===== src/rtl/piso_serializer.sv =====
// Parallel-in/serial-out serializer, LANES bits per clock, per-word MSB/LSB-first order.
// Latency: beat 0 appears one cycle after accept; back-to-back words stream with no gap.
// Backpressure: s_ready drops while the one-entry hold buffer is full; optional PISO_PARITY_EN adds a parity beat.
module piso_serializer #(
  parameter int WIDTH = 8,
  parameter int LANES = 1
) (
  input  logic             clk,
  input  logic             rst_n,
  input  logic             s_valid,
  output logic             s_ready,
  input  logic [WIDTH-1:0] s_data,
  input  logic             s_msb_first,
  output logic [LANES-1:0] sout,
  output logic             sout_valid,
  output logic             sout_sof,
  output logic             sout_eof
);

  localparam int BEATS = WIDTH / LANES;
`ifdef PISO_PARITY_EN
  localparam int FRAME = BEATS + 1;
`else
  localparam int FRAME = BEATS;
`endif
  localparam int CW = $clog2(FRAME + 1);
  localparam logic [CW-1:0] LAST = CW'(FRAME - 1);

  // A word must split into a whole number of beats, and at least two of them.
  if ((WIDTH % LANES) != 0 || (WIDTH / LANES) < 2) begin : g_param_check
    $fatal(1, "piso_serializer: WIDTH must be a multiple of LANES with WIDTH/LANES >= 2");
  end

  typedef enum logic {
    IDLE  = 1'b0,
    SHIFT = 1'b1
  } state_t;

  state_t           r_state, w_state_nxt;
  logic [WIDTH-1:0] r_shift, w_shift_nxt;
  logic             r_msb, w_msb_nxt;
  logic [CW-1:0]    r_cnt, w_cnt_nxt;
  logic [WIDTH-1:0] r_hold_dat, w_hold_dat_nxt;
  logic             r_hold_msb, w_hold_msb_nxt;
  logic             r_hold_full, w_hold_full_nxt;
`ifdef PISO_PARITY_EN
  logic             r_par, w_par_nxt;
`endif

  logic             w_accept;
  logic             w_last;
  logic [LANES-1:0] w_beat;

  assign s_ready  = !r_hold_full;
  assign w_accept = s_valid && !r_hold_full;
  assign w_last   = (r_state == SHIFT) && (r_cnt == LAST);

  // FSM state register.
  always_ff @(posedge clk or negedge rst_n) begin
    if (!rst_n) begin
      r_state <= IDLE;
    end else begin
      r_state <= w_state_nxt;
    end
  end

  // Datapath registers: shift word, beat counter, hold buffer.
  always_ff @(posedge clk or negedge rst_n) begin
    if (!rst_n) begin
      r_shift     <= '0;
      r_msb       <= 1'b0;
      r_cnt       <= '0;
      r_hold_dat  <= '0;
      r_hold_msb  <= 1'b0;
      r_hold_full <= 1'b0;
`ifdef PISO_PARITY_EN
      r_par       <= 1'b0;
`endif
    end else begin
      r_shift     <= w_shift_nxt;
      r_msb       <= w_msb_nxt;
      r_cnt       <= w_cnt_nxt;
      r_hold_dat  <= w_hold_dat_nxt;
      r_hold_msb  <= w_hold_msb_nxt;
      r_hold_full <= w_hold_full_nxt;
`ifdef PISO_PARITY_EN
      r_par       <= w_par_nxt;
`endif
    end
  end

  // Next-state logic: load from input or hold buffer, advance beats, refill hold buffer.
  always_comb begin
    w_state_nxt     = r_state;
    w_shift_nxt     = r_shift;
    w_msb_nxt       = r_msb;
    w_cnt_nxt       = r_cnt;
    w_hold_dat_nxt  = r_hold_dat;
    w_hold_msb_nxt  = r_hold_msb;
    w_hold_full_nxt = r_hold_full;
`ifdef PISO_PARITY_EN
    w_par_nxt       = r_par;
`endif
    case (r_state)
      IDLE: begin
        if (w_accept) begin
          w_state_nxt = SHIFT;
          w_shift_nxt = s_data;
          w_msb_nxt   = s_msb_first;
          w_cnt_nxt   = '0;
`ifdef PISO_PARITY_EN
          w_par_nxt   = ^s_data;
`endif
        end
      end
      SHIFT: begin
        if (w_last) begin
          if (r_hold_full) begin
            // Held word follows immediately; the hold buffer frees up.
            w_shift_nxt     = r_hold_dat;
            w_msb_nxt       = r_hold_msb;
            w_cnt_nxt       = '0;
            w_hold_full_nxt = 1'b0;
`ifdef PISO_PARITY_EN
            w_par_nxt       = ^r_hold_dat;
`endif
          end else if (w_accept) begin
            // Word arriving on the last beat bypasses the hold buffer.
            w_shift_nxt = s_data;
            w_msb_nxt   = s_msb_first;
            w_cnt_nxt   = '0;
`ifdef PISO_PARITY_EN
            w_par_nxt   = ^s_data;
`endif
          end else begin
            w_state_nxt = IDLE;
            w_cnt_nxt   = '0;
          end
        end else begin
          w_shift_nxt = r_msb ? (r_shift << LANES) : (r_shift >> LANES);
          w_cnt_nxt   = r_cnt + CW'(1);
          if (w_accept) begin
            w_hold_dat_nxt  = s_data;
            w_hold_msb_nxt  = s_msb_first;
            w_hold_full_nxt = 1'b1;
          end
        end
      end
      default: begin
        w_state_nxt = IDLE;
      end
    endcase
  end

  // Output beat: top lanes for MSB-first, bottom lanes for LSB-first; zero when idle.
  always_comb begin
    w_beat     = r_msb ? r_shift[WIDTH-1 -: LANES] : r_shift[LANES-1:0];
    sout_valid = (r_state == SHIFT);
    sout_sof   = sout_valid && (r_cnt == '0);
    sout_eof   = sout_valid && (r_cnt == LAST);
    sout       = '0;
    if (sout_valid) begin
`ifdef PISO_PARITY_EN
      if (r_cnt == CW'(BEATS)) begin
        sout[0] = r_par;
      end else begin
        sout = w_beat;
      end
`else
      sout = w_beat;
`endif
    end
  end

endmodule


===== config.mk =====
export PLATFORM = sky130hd
export DESIGN_NAME = piso_serializer
export DESIGN_NICKNAME = d
export VERILOG_FILES = /design/src/rtl/piso_serializer.sv
export SDC_FILE = /design/constraint.sdc
export NUM_CORES = 1
export LEC_CHECK = 0
export CAP_MARGIN = 20
export CORE_ASPECT_RATIO = 0.9
export CORE_UTILIZATION = 53
export DETAILED_ROUTE_END_ITERATION = 16
export GPL_TIMING_DRIVEN = 0
export PLACE_DENSITY = 0.77
export SETUP_SLACK_MARGIN = 0.5
export SYNTH_ARGS = -nofsm -noshare
export SYNTH_HDL_FRONTEND = slang
export SYNTH_SLANG_ARGS = --single-unit
export TNS_END_PERCENT = 5

===== constraint.sdc =====
create_clock -name clk -period 2.2 [get_ports clk]
set_input_delay 0.33 -clock clk [delete_from_list [all_inputs] [get_ports clk]]
set_output_delay 0.33 -clock clk [all_outputs]
set_load 0.01 [all_outputs]

# After elaboration in Yosys (flattened, before gate mapping)

Index checks and enable logic that the tools add are counted.

Word-level logic and storage cells: 41
Input bits: 12
Latch bits: 0
Memories: 0
Flip-flop bits (word level): 24
Bits in read-only memories: 0
RAM bits: 0

Equality and inequality tests: 3
Add/subtract/negate cells: 1
$mul: 0
Shifts and indexed selects: 0
$lt $le $gt $ge: 0
Reductions and logical operators: 8
Div/mod/pow operators: 0
Multiplexer cells: 20
Bitwise logic cells: 2

Operator list:

| operator                                            | count |
|---|---|
| two-way mux 8 bit                                   | 4 |
| case mux 8 bit (2 select lines)                     | 1 |
| two-way mux 1 bit                                   | 10 |
| two-way mux 4 bit                                   | 2 |
| case mux 4 bit (2 select lines)                     | 1 |
| adder 4 x 1 -> 4 bit, second input constant         | 1 |
| equality test 4 x 3 -> 1 bit, second input constant | 1 |
| zero test 4 bit                                     | 1 |
| != test 2 bit, second input constant                | 2 |
| case mux 1 bit (2 select lines)                     | 2 |
| logical AND 1 bit                                   | 3 |
| AND reduction 3 bit                                 | 1 |
| inverter 1 bit                                      | 2 |
| AND reduction 2 bit                                 | 1 |
| nonzero test 2 bit                                  | 1 |
| zero test 1 bit                                     | 1 |

# Longest topological paths before layout

Gate-level depths: netlist (run 1).

Depth in word-level cells: 6
Gate-level depth with buffers: 5
Mapped depth without buffers: 4

# Worst setup path before layout (run 1)

No wires, ideal clock.

Path type: flip-flop to flip-flop
From: register r_cnt[0]
To: register r_hold_dat[0]
Required time: 2075 ps
Library setup time: 125 ps
Path buffers: 0
Setup slack: 543 ps
Data arrival time: 1532 ps
Stages on the path, launching flop included: 5
Cell sequence: dfrtp_1 -> ha_1 -> and3b_4 -> nor3_4 -> mux2_2

Cells in the longest elaborated chain, start to end: 4

Ends and longest elaborated chain:

| element                       | line | source |
|---|---|---|
| from (decl)                   | 42   | `logic [CW-1:0] r_cnt, w_cnt_nxt;` |
| from (signal assigned)        | 82   | `r_cnt <= w_cnt_nxt;` |
| equality test 4 x 3 -> 1 bit  | 56   | `assign w_last = (r_state == SHIFT) && (r_cnt == LAST);` |
| logical AND 1 bit             | 56   |  |
| inverter 1 bit (no line)      | --   |  |
| AND reduction 3 bit (no line) | --   |  |
| to (signal assigned)          | 83   | `r_hold_dat <= w_hold_dat_nxt;` |
| to (decl)                     | 43   | `logic [WIDTH-1:0] r_hold_dat, w_hold_dat_nxt;` |

Every way passes these cells.
A chain may end at the register's enable or synchronous reset.

# Final worst setup path (run 1)

From: register r_msb
To: output port sout

Cells in the longest elaborated chain, start to end: 2

Ends and longest elaborated chain:

| element                | line | source |
|---|---|---|
| from (decl)            | 41   | `logic r_msb, w_msb_nxt;` |
| from (signal assigned) | 81   | `r_msb <= w_msb_nxt;` |
| two-way mux 1 bit      | 157  | `w_beat = r_msb ? r_shift[WIDTH-1 -: LANES] : r_shift[LANES-1:0];` |
| two-way mux 1 bit      | 162  | `if (sout_valid) begin` |
| to (decl)              | 14   | `output logic [LANES-1:0] sout,` |

Every way passes these cells.

==> summary.md, run 1 <==
| Metric | Value |
|---|---|
| Status | finished clean |
| Antenna violations before repair | 0 |
| Syn_area_per_cell | 10.6 um^2 |
| Delay-heaviest family, CP | buffers and inverters |
| Layout Nets | 158 |
| Synth cell types | 31 |
| Leak | 0.674 nW |
| Core area | 0.00220 mm^2 |
| Worst slew margin | 56.7% |
| Reg2Reg Capture Point | r_shift[3]$_DFF_PN0_ |
| Core Rows | 16 |
| Total Wirelength | 2990 um |
| H-Tree Level Count | 1 |
| Synthesized instance count | 118 |
| Final WS setup | 369 ps |
| Sequential cell area fraction in the yosys report | 47.9% |
| I/O Buffers | 16 |
| Met1 usage | 32.1% |
| Number of iterations in the first detailed-routing pass | 4 |
| CTS Sinks | 24 |
| Clk_skew | 9.70 ps |
| Critical Path, Cell by Cell | clkbuf_4 -> mux2i_1 -> nor2_1 -> dlygate4sd2_1 |
| Worst skew pair latency | 330 ps |
| Starting Density | 57.0% |
| Top-Level Pins | 17 |
| Fin crit period | 1830 ps |
| Storage cell area | 602 um^2 |
| CP Launch Type | flop |
| Clock buffer depth | 2 |
| PD cells | 1400 mW/mm^2 |
| Final Hold Fails | 0 |
| Worst EP required | 1870 ps |
| Grt ovf | 0 |
| Pins Over Slew Limit | 0 |
| Chip Height | 48.2 um |
| Footprint of the multi-input gates | 642 um^2 |
| Hold buffer count at cts | 0 |
| Post-DP Area | 0.00145 mm^2 |
| Share of layout cells above drive strength 1 | 27.3% |
| Synthesized area | 0.00125 mm^2 |
| Global route hottest layer | met2 |
| Detailed Place HPWL | 1950 um |
| RD Place Congestion | 0.847 |
| Die Width | 53.3 um |
| Main synth FF type | dfrtp_1 |
| Reg-to-Reg Start | r_cnt[0]$_DFFE_PN0P_ |
| Die area | 0.00257 mm^2 |
| RSZ-0062 raised after global routing | yes |
| Met2 usage | 46.0% |
| Number of antenna-violating nets in the routed design | 0 |
| Wire per inst | 17.6 um |
| Worst-path clk slew | 140 ps |
| Global-route met3 utilization | 6.85% |
| Setup TNS | 0 ps |
| Synth warn | 0 |
| Final instance area | 0.00158 mm^2 |
| Fillcell total | 167 |
| Worst path max stage delay | 400 ps |
| # DRC | 0 |
| Worst vdd ir | 0.860 mV |
| Syn-to-layout area delta | 26.1% |
| Root buffer cell | clkbuf_4 |
| Vias per inst | 6.20 |
| Crit Path Class | flop to output port |
| Reg2reg path depth | 5 |
| EDFF count, synth | 0 |
| Post-synth ARST share | 100% |
| Overall Global Routing Usage | 26.1% |
| CP endpoint kind | output port |
| Reg2reg setup slack | 420 ps |
| Largest net degree at the start of global routing | 25 |
| Fmax achieved | 546 MHz |
| Via Count | 1054 |
| TritonCTS clock tree | done |
| Final setup fails | 0 |
| Buf+Inv Stages, Crit Path | 2 |
| Slowest CP cell | dfrtp_1 |
| Iter 0 DRT Violations | 24 |
| Global-route wire length before repair | 4550 um |
| CTS Buf Count | 3 |
| Crit path max fanout | 10 |
| Post-Place Worst Slack | 141 ps |
| CP Data Arrival Time | 1500 ps |
| Tightest Pin Transition | 645 ps |
| Vias in the first global route | 980 |
| Period Utilization, post-route | 83.2% |
| Flop and latch count out of synthesis | 24 |
| Syn Nets | 132 |
| Max cap viols | 0 |
| Worst hold path type | input pin to asynchronous set/reset pin |
| Ant. Diodes | 0 |
| Worst hold slack | 323 ps |
## report_power, final
group,internal [mW],switching (mW)
Clock,0.184,0.140
Combinational,0.535,0.487
Sequential,0.666,0.200
## kinds of logic after synthesis
| family | count (synthesis) | synth area share (%) |
|---|---|---|
| buf+inv | 11 | 3.59 |
| xor+xnor | 1 | 0.698 |
| simple gates | 34 | 14.2 |
| fa+ha+maj | 2 | 1.99 |
| flops | 24 | 47.9 |
| compound gates | 29 | 16.6 |
| mux | 17 | 15.2 |
## worst reg2reg max path: cells and delay by family (launching register included)
| family | cells | cell delay [ps] |
|---|---|---|
| AOI/OAI and AO/OA | 2 | 720 |
| DFF | 1 | 440 |
| adders and majority gates | 1 | 190 |
| buffers and inverters | 1 | 180 |
| and+or+nand+nor | 1 | 120 |
## layer usage
metal	wire length, um	vias to the layer above	part of all wire [%]
met5	0	-	0
met4	31	0	1.0
met3	100	4	3.3
met2	1440	22	48
met1	1420	537	47
li1	-	491	-
## cell type report
class	instances	share of cell area [%]
tap	27	2.13
sequential	24	38.0
clock inverter	1	1.90
timing repair buffer	21	12.7
buffer	6	2.06
inverter	5	1.19
clock buffer	3	1.42
multi-input combinational	83	40.6
## flip-flops by register name (all words and copies together), names as in the netlist
name and count:
r_hold_dat 8, r_shift 8, r_cnt 4, r_hold_full 1, r_hold_msb 1, r_msb 1, sout_valid 1
## placed cells by master, fill, tap and decap left out, drive strengths merged, types with 2 or more instances in the layout
cell and count:
dfrtp 24, ha 2, buf 9, o32ai 2
nand3 2, o22ai 9, mux2 16, nor2 2
clkbuf 6, nand2b 2, a21oi 3, nand2 20
a32oi 8, clkdlybuf4s50 12, nor2b 2, o21ai 2
inv 5
## worst max-delay path by stage
stage,from,endpoint,slack [ps],depth (start not counted)
2_1_floorplan,r_cnt[0]$_DFFE_PN0P_,r_hold_dat[0]$_DFFE_PN0P_,540,4
3_3_place_gp,s_valid,r_hold_dat[4]$_DFFE_PN0P_,190,4
3_5_place_dp,s_valid,r_hold_msb$_DFFE_PN0P_,140,4
4_1_cts,r_hold_full$_DFFE_PN0P_,s_ready,360,2
5_1_grt,r_msb$_DFFE_PN0P_,sout,290,4
6_report,r_msb$_DFFE_PN0P_,sout,370,4
## per-stage QoR
step                      cells  utilization [%]  power [mW]
after global routing        170             71.9        2.35
after global placement      161             65.8        1.73
after floorplan             118                -        1.50
after CTS                   169             69.9        2.15
after detailed placement    161             65.8        1.79
final                       170             71.9        2.21
## what timing repair did
item / 4_1_cts / 5_1_grt
resized for setup: 13 / 7
pin swaps: 2 / 0
buffers inserted: 4 / 0
setup endpoints to repair: 20 / 21
## cell usage after synthesis (2+ instances only)
master / number / area share (%)
ha_1: 2 / 2.0
o32ai_1: 2 / 1.4
nor2_1: 2 / 0.60
inv_1: 4 / 1.2
nand2b_1: 2 / 1.0
dfrtp_1: 24 / 48
nand3_1: 2 / 0.80
a21oi_1: 3 / 1.2
a32oi_1: 8 / 5.6
buf_2: 3 / 1.2
clkbuf_1: 3 / 0.90
nor2b_1: 2 / 1.0
nand2_1: 20 / 6.0
mux2_2: 16 / 14
o22ai_1: 9 / 4.5
Power figures use the tool's default switching activity.
==> inputs of run 2 (changes only) <==
--- a/config.mk
+++ b/config.mk
@@ -7,10 +7,10 @@
 export LEC_CHECK = 0
 export CAP_MARGIN = 20
 export CORE_ASPECT_RATIO = 0.9
-export CORE_UTILIZATION = 53
+export CORE_UTILIZATION = 48
 export DETAILED_ROUTE_END_ITERATION = 16
 export GPL_TIMING_DRIVEN = 0
-export PLACE_DENSITY = 0.77
+export PLACE_DENSITY = 0.74
 export SETUP_SLACK_MARGIN = 0.5
 export SYNTH_ARGS = -nofsm -noshare
 export SYNTH_HDL_FRONTEND = slang
==> constraint.sdc (replaced) <==
create_clock -name clk -period 1.65 [get_ports clk]
set_input_delay 0.2475 -clock clk [delete_from_list [all_inputs] [get_ports clk]]
set_output_delay 0.2475 -clock clk [all_outputs]
set_load 0.01 [all_outputs]
==> run 2 against run 1 <==
  * The run now ends with setup timing left
  * Wire length is 14% higher
  * Flip-flop and latch count stayed put
  * Hold slack worse by 220 ps
  * First-iteration DRC count is 58% higher
  * Clock skew is 3.8 ps lower
  * Die area is 10% higher
  * Worst setup slack worse by 380 ps
  * Register-to-register slack worse by 430 ps
  * Power is 62% higher
  * Critical path type is now flop to flop
==> summary.md, run 2 (synthesized netlist as in run 1, its figures left out) <==
| Metric | Value |
|---|---|
| Worst hold slack | 105 ps (-218 ps) |
| Leak | 0.750 nW (+11%) |
| Ant. Diodes | 0 (unchanged) |
| Worst EP required | 1880 ps (about the same) |
| Hold buffer count at cts | 0 (unchanged) |
| Worst path max stage delay | 430 ps (+30 ps) |
| CTS Sinks | 24 (unchanged) |
| P_sw | 1.39 mW (+68%) |
| Sw frac | 38.9% (+1.5 points) |
| Worst vdd ir | 1.57 mV (+83%) |
| Final Hold Fails | 0 (unchanged) |
| Total Wirelength | 3410 um (+14%) |
| Final WS setup | -12.0 ps (-381 ps) |
| I/O Buffers | 16 (unchanged) |
| Reg power frac | 32.9% (-6.2 points) |
| Max cap viols | 0 (unchanged) |
| Cells after DPL | 162 (+0.62%) |
| Worst slew margin | 75.1% (+18 points) |
| Critical Path, Cell by Cell | ha_2 -> and3b_4 -> nor3_4 -> buf_6 -> mux2_4 |
| Via Count | 1118 (+6.1%) |
| CP endpoint kind | flop |
| Share of layout cells above drive strength 1 | 35.8% (+8.5 points) |
| Setup TNS | -46.8 ps (-46.8 ps) |
| Number of iterations in the first detailed-routing pass | 4 (unchanged) |
| Wire per inst | 19.0 um (+8.2%) |
| Reg2Reg Capture Point | r_hold_msb$_DFFE_PN0P_ |
| Most common cell after layout, fill and taps aside | dfrtp_1 |
| Iter 0 DRT Violations | 38 (+58%) |
| Die Width | 55.9 um (+4.9%) |
| Syn-to-layout area delta | 37.3% |
| Buf+Inv Stages, Crit Path | 1 (-1) |
| CP Data Arrival Time | 1900 ps (+400 ps) |
| Crit Path Class | flop to flop |
| Largest net degree at the start of global routing | 25 (unchanged) |
| Global-route wire length before repair | 5550 um (+22%) |
| Clock power share | 12.4% (-2.2 points) |
| Fmax achieved | 602 MHz |
| Power Total | 3.58 mW (+62%) |
| Combinational power share | 54.7% (+8.5 points) |
| Internal | 2.18 mW (+58%) |
| Reg2reg setup slack | -10 ps (-430 ps) |
| Commonest cells after routing, fill and taps aside | dfrtp_1 (23), nand2_1 (20), clkdlybuf4s50_1 (11) |
| Period Utilization, post-route | 101% |
| Antenna violations before repair | 0 (unchanged) |
| RSZ-0062 raised after global routing | yes |
| CTS Buf Count | 3 (unchanged) |
| Chip Height | 50.5 um (+4.9%) |
| Final setup fails | 6 (+6) |
| Worst hold path type | input pin to asynchronous set/reset pin |
| RD Place Congestion | 0.826 (-2.4%) |
| Vias per inst | 6.25 (+0.74%) |
| Core area | 0.00247 mm^2 (+12%) |
| Overall Global Routing Usage | 25.8% (-0.32 points) |
| Tightest Pin Transition | 374 ps (-271 ps) |
| Clock buffer depth | 2 (unchanged) |
| Crit path max fanout | 6 (-4) |
| Worst-path clk slew | 140 ps (about the same) |
| TritonCTS clock tree | done |
| Post-Place Worst Slack | -294 ps (-435 ps) |
| Grt ovf | 0 (unchanged) |
| H-Tree Level Count | 1 (unchanged) |
| Clk_skew | 5.86 ps (-3.84 ps) |
| Pins Over Slew Limit | 0 (unchanged) |
| CP Launch Type | flop |
| Reg2reg path depth | 5 (unchanged) |
| Vias in the first global route | 1148 (+17%) |
| Starting Density | 50.9% (-6.1 points) |
| Top-Level Pins | 17 (unchanged) |
| Die area | 0.00282 mm^2 (+10%) |
| Delay-heaviest family, CP | flip-flops |
| Number of antenna-violating nets in the routed design | 0 (unchanged) |
| Reg-to-Reg Start | r_cnt[0]$_DFFE_PN0P_ |
| Core Rows | 17 (+1) |
| Final std cells w/o fill | 179 (+5.3%) |
| Status | finished, violations left |
| PD cells | 2080 mW/mm^2 (+49%) |
| Failing checks | setup timing |
| Detailed Place HPWL | 1900 um (-2.3%) |
| Fin crit period | 1660 ps |
| # DRC | 0 (unchanged) |
| Root buffer cell | clkbuf_4 |
| Worst skew pair latency | 340 ps (about the same) |
| Largest regs | r_hold_dat: 8 flops, r_shift: 8 flops, r_cnt: 4 flops |
| Slowest CP cell | dfrtp_1 |
| Layout Nets | 166 (+5.1%) |
run 2: worst max-delay path by stage:
stage | startpoint | to | slack (ps) | cells past startpoint
2_1_floorplan | r_cnt[0]$_DFFE_PN0P_ | r_hold_dat[0]$_DFFE_PN0P_ | 20 | 4
3_3_place_gp | s_valid | r_hold_dat[5]$_DFFE_PN0P_ | -280 | 4
3_5_place_dp | s_valid | r_hold_dat[0]$_DFFE_PN0P_ | -290 | 4
4_1_cts | r_cnt[1]$_DFFE_PN0P_ | sout_sof | 30 | 5
5_1_grt | r_cnt[1]$_DFFE_PN0P_ | sout_eof | -70 | 4
6_report | r_cnt[0]$_DFFE_PN0P_ | r_hold_msb$_DFFE_PN0P_ | -10 | 5
run 2: per-layer routing:
layer	share of wire, %	GRT usage, %	vias to the layer above
met4	2.2	10.6	0
met3	6.3	7.99	12
met5	0	0	-
met2	48	42.0	48
li1	-	-	511
met1	43	32.2	547
run 2: power by group through the flow:
stage | clock network, mW | registers, mW | logic (mW)
floorplan | 0 | 1.06 | 0.946
global placement | 0 | 1.12 | 1.20
detailed placement | 0 | 1.14 | 1.25
CTS | 0.443 | 1.14 | 1.74
global route | 0.467 | 1.21 | 2.13
finish | 0.445 | 1.18 | 1.96
run 2: through the flow:
step | utilization [%] | cell area [um^2]
after CTS | 66.6 | 1640
final | 69.8 | 1720
after floorplan | - | 1260
after global routing | 69.8 | 1720
after global placement | 58.9 | 1450
after detailed placement | 58.9 | 1450
run 2: final cells by class:
type	instances	area (um^2)
Buffer	6	41.3
Clock buffer	3	22.5
Clock inverter	1	30.0
Fill cell	199	744
Inverter	5	28.8
Multi-Input combinational cell	83	684
Sequential cell	24	602
Tap cell	28	35.0
Timing Repair Buffer	29	279
run 2: timing repair:
action | in CTS | in global routing
pin swaps | 4 | 10
endpoints found under the setup margin | 53 | 29
resized for setup | 29 | 25
setup buffers | 12 | 0
==> inputs of run 3 (changes only) <==
--- a/config.mk
+++ b/config.mk
@@ -7,11 +7,13 @@
 export LEC_CHECK = 0
 export CAP_MARGIN = 20
 export CORE_ASPECT_RATIO = 0.9
-export CORE_UTILIZATION = 48
+export CORE_UTILIZATION = 55
 export DETAILED_ROUTE_END_ITERATION = 16
 export GPL_TIMING_DRIVEN = 0
-export PLACE_DENSITY = 0.74
+export PLACE_DENSITY = 0.8
 export SETUP_SLACK_MARGIN = 0.5
+export SKIP_CTS_REPAIR_TIMING = 1
+export SLEW_MARGIN = 5
 export SYNTH_ARGS = -nofsm -noshare
 export SYNTH_HDL_FRONTEND = slang
 export SYNTH_SLANG_ARGS = --single-unit
==> constraint.sdc (replaced) <==
create_clock -name clk -period 2.02 [get_ports clk]
set_input_delay 0.303 -clock clk [delete_from_list [all_inputs] [get_ports clk]]
set_output_delay 0.303 -clock clk [all_outputs]
set_load 0.01 [all_outputs]
==> run 3 against run 2 <==
  * Largest cell class unchanged
  * Flip-flop and latch count did not move
  * Critical endpoint is now sout_eof
  * Worst setup slack improved by 270 ps
  * The flow now finishes without violations
  * Critical path type is now flop to output port
  * Clock-buffer cell count is 1 higher
  * Via count fell by 4.8%
  * Design area fell by 8.7%
  * Largest power group unchanged
  * Sequential share of layout area is 3.3 points higher
  * Final cell count is 4.5% lower
==> summary.md, run 3 (synthesized netlist as in run 1, its figures left out) <==
| Metric | Value |
|---|---|
| Pins Over Slew Limit | 0 (unchanged) |
| Post-DP Area | 0.00145 mm^2 (about the same) |
| Storage cell area | 602 um^2 (unchanged) |
| Wire per inst | 16.9 um (-11%) |
| I/O Buffers | 16 (unchanged) |
| CTS Sinks | 24 (unchanged) |
| Tightest Pin Transition | 565 ps (+190 ps) |
| CTS Buf Count | 3 (unchanged) |
| Worst skew pair latency | 320 ps (-20 ps) |
| Total Wirelength | 2890 um (-15%) |
| Buf+Inv Stages, Crit Path | 1 (unchanged) |
| Cells after DPL | 161 (-0.62%) |
| Largest net degree at the start of global routing | 25 (unchanged) |
| Top-Level Pins | 17 (unchanged) |
| CP Launch Type | flop |
| RD Place Congestion | 0.845 (+2.2%) |
| Worst hold path type | input pin to asynchronous set/reset pin |
| Critical Path, Cell by Cell | ha_2 -> nand3b_1 -> nor2_2 -> dlymetal6s2s_1 |
| Number of iterations in the first detailed-routing pass | 4 (unchanged) |
| Worst path max stage delay | 400 ps (-30 ps) |
| Commonest cells after routing, fill and taps aside | dfrtp_1 (23), nand2_1 (20), mux2_2 (16) |
| # DRC | 0 (unchanged) |
| Iter 0 DRT Violations | 54 (+42%) |
| Chip Height | 47.3 um (-6.3%) |
| Die Width | 52.4 um (-6.3%) |
| Antenna violations before repair | 0 (unchanged) |
| Final Util | 72.7% (+2.9 points) |
| Final setup fails | 0 (-6) |
| Fillcell total | 163 (-18%) |
| Final Hold Fails | 0 (unchanged) |
| Clock buffer depth | 2 (unchanged) |
| Clk_skew | 3.74 ps (-2.11 ps) |
| Vias per inst | 6.22 (-0.38%) |
| Core area | 0.00216 mm^2 (-12%) |
| Crit path max fanout | 4 (-2) |
| Period Utilization, post-route | 87.4% |
| Syn-to-layout area delta | 25.3% |
| RSZ-0062 raised after global routing | yes |
| Final WS setup | 255 ps (+267 ps) |
| H-Tree Level Count | 1 (unchanged) |
| Die area | 0.00248 mm^2 (-12%) |
| Root buffer cell | clkbuf_4 |
| PD cells | 1570 mW/mm^2 (-24%) |
| Overall Global Routing Usage | 24.2% (-1.5 points) |
| Leak | 0.699 nW (-6.7%) |
| Number of antenna-violating nets in the routed design | 0 (unchanged) |
| Worst slew margin | 62.2% (-13 points) |
| TritonCTS clock tree | done |
| Detailed Place HPWL | 1850 um (-2.7%) |
| Vias in the first global route | 925 (-19%) |
| Worst-path clk slew | 140 ps (about the same) |
| Worst EP required | 1720 ps (-160 ps) |
| Final instance area | 0.00157 mm^2 (-8.7%) |
| Status | finished clean |
| Layout Nets | 159 (-4.2%) |
| Grt ovf | 0 (unchanged) |
| Max cap viols | 0 (unchanged) |
| Delay-heaviest family, CP | flip-flops |
| Setup TNS | 0 ps (+46.8 ps) |
| Most common cell after layout, fill and taps aside | dfrtp_1 |
| Global-route wire length before repair | 4250 um (-23%) |
| Crit Path Class | flop to output port |
| Largest regs | r_hold_dat: 8 flops, r_shift: 8 flops, r_cnt: 4 flops |
| Starting Density | 58.0% (+7.2 points) |
| Fmax achieved | 567 MHz |
| Core Rows | 16 (-1) |
| Footprint of the multi-input gates | 624 um^2 (-8.8%) |
| CP endpoint kind | output port |
| Worst vdd ir | 1.18 mV (-25%) |
| Fin crit period | 1760 ps |
| Ant. Diodes | 0 (unchanged) |
| Power Total | 2.47 mW (-31%) |
| CP Data Arrival Time | 1460 ps (-440 ps) |
| Via Count | 1064 (-4.8%) |
| Slowest CP cell | dfrtp_1 |
| Worst hold slack | 329 ps (+224 ps) |
| Post-Place Worst Slack | -6.76 ps (+287 ps) |
| Share of layout cells above drive strength 1 | 27.1% (-8.7 points) |
| Final std cells w/o fill | 171 (-4.5%) |
==> run 3: changes by cell type in the layout (fill, tap and decap cells not counted), moves of 3 or more <==
cell    before  now
buf_6        5    0
inv_1        1    4
mux2_2       7   16
inv_4        4    0
buf_4        9    4
mux2_4       9    0
==> run 3: final cells by class <==
cell class	instances	area share, %
Multi-Input combinational cell	83	39.7
Sequential cell	24	38.3
Timing Repair Buffer	22	14.5
Clock buffer	4	2.31
Tap cell	27	2.15
Buffer	6	1.91
Inverter	5	1.19
==> run 3: metal layers <==
metal  global-route usage (%)  wire length (um)  up-vias  part of all wire (%)
li1                         -                 -      496                     -
met1                     32.4              1300      534                    45
met2                     41.0              1450       32                    50
met3                     3.24               120        2                   4.1
met4                     8.42                23        0                  0.80
met5                        0                 0        -                     0
==> run 3: report_power, final <==
group          switching (mW)  total, mW  internal, mW
Clock                   0.149      0.259         0.110
Sequential              0.199      0.936         0.737
Combinational           0.626       1.27         0.645
Total                   0.975       2.47          1.49
==> run 3: worst paths after layout <==
check,to,from,cells past startpoint,slack [ps]
min in group clk,r_hold_dat[7]$_DFFE_PN0P_,r_hold_dat[7]$_DFFE_PN0P_,1,530
min,r_hold_dat[4]$_DFFE_PN0P_,rst_n,1,330
max reg2reg,r_hold_dat[4]$_DFFE_PN0P_,r_cnt[0]$_DFFE_PN0P_,5,350
max in group asynchronous,r_hold_full$_DFFE_PN0P_,rst_n,2,1200
min reg2reg,r_hold_dat[7]$_DFFE_PN0P_,r_hold_dat[7]$_DFFE_PN0P_,1,530
max,sout_eof,r_cnt[1]$_DFFE_PN0P_,4,260
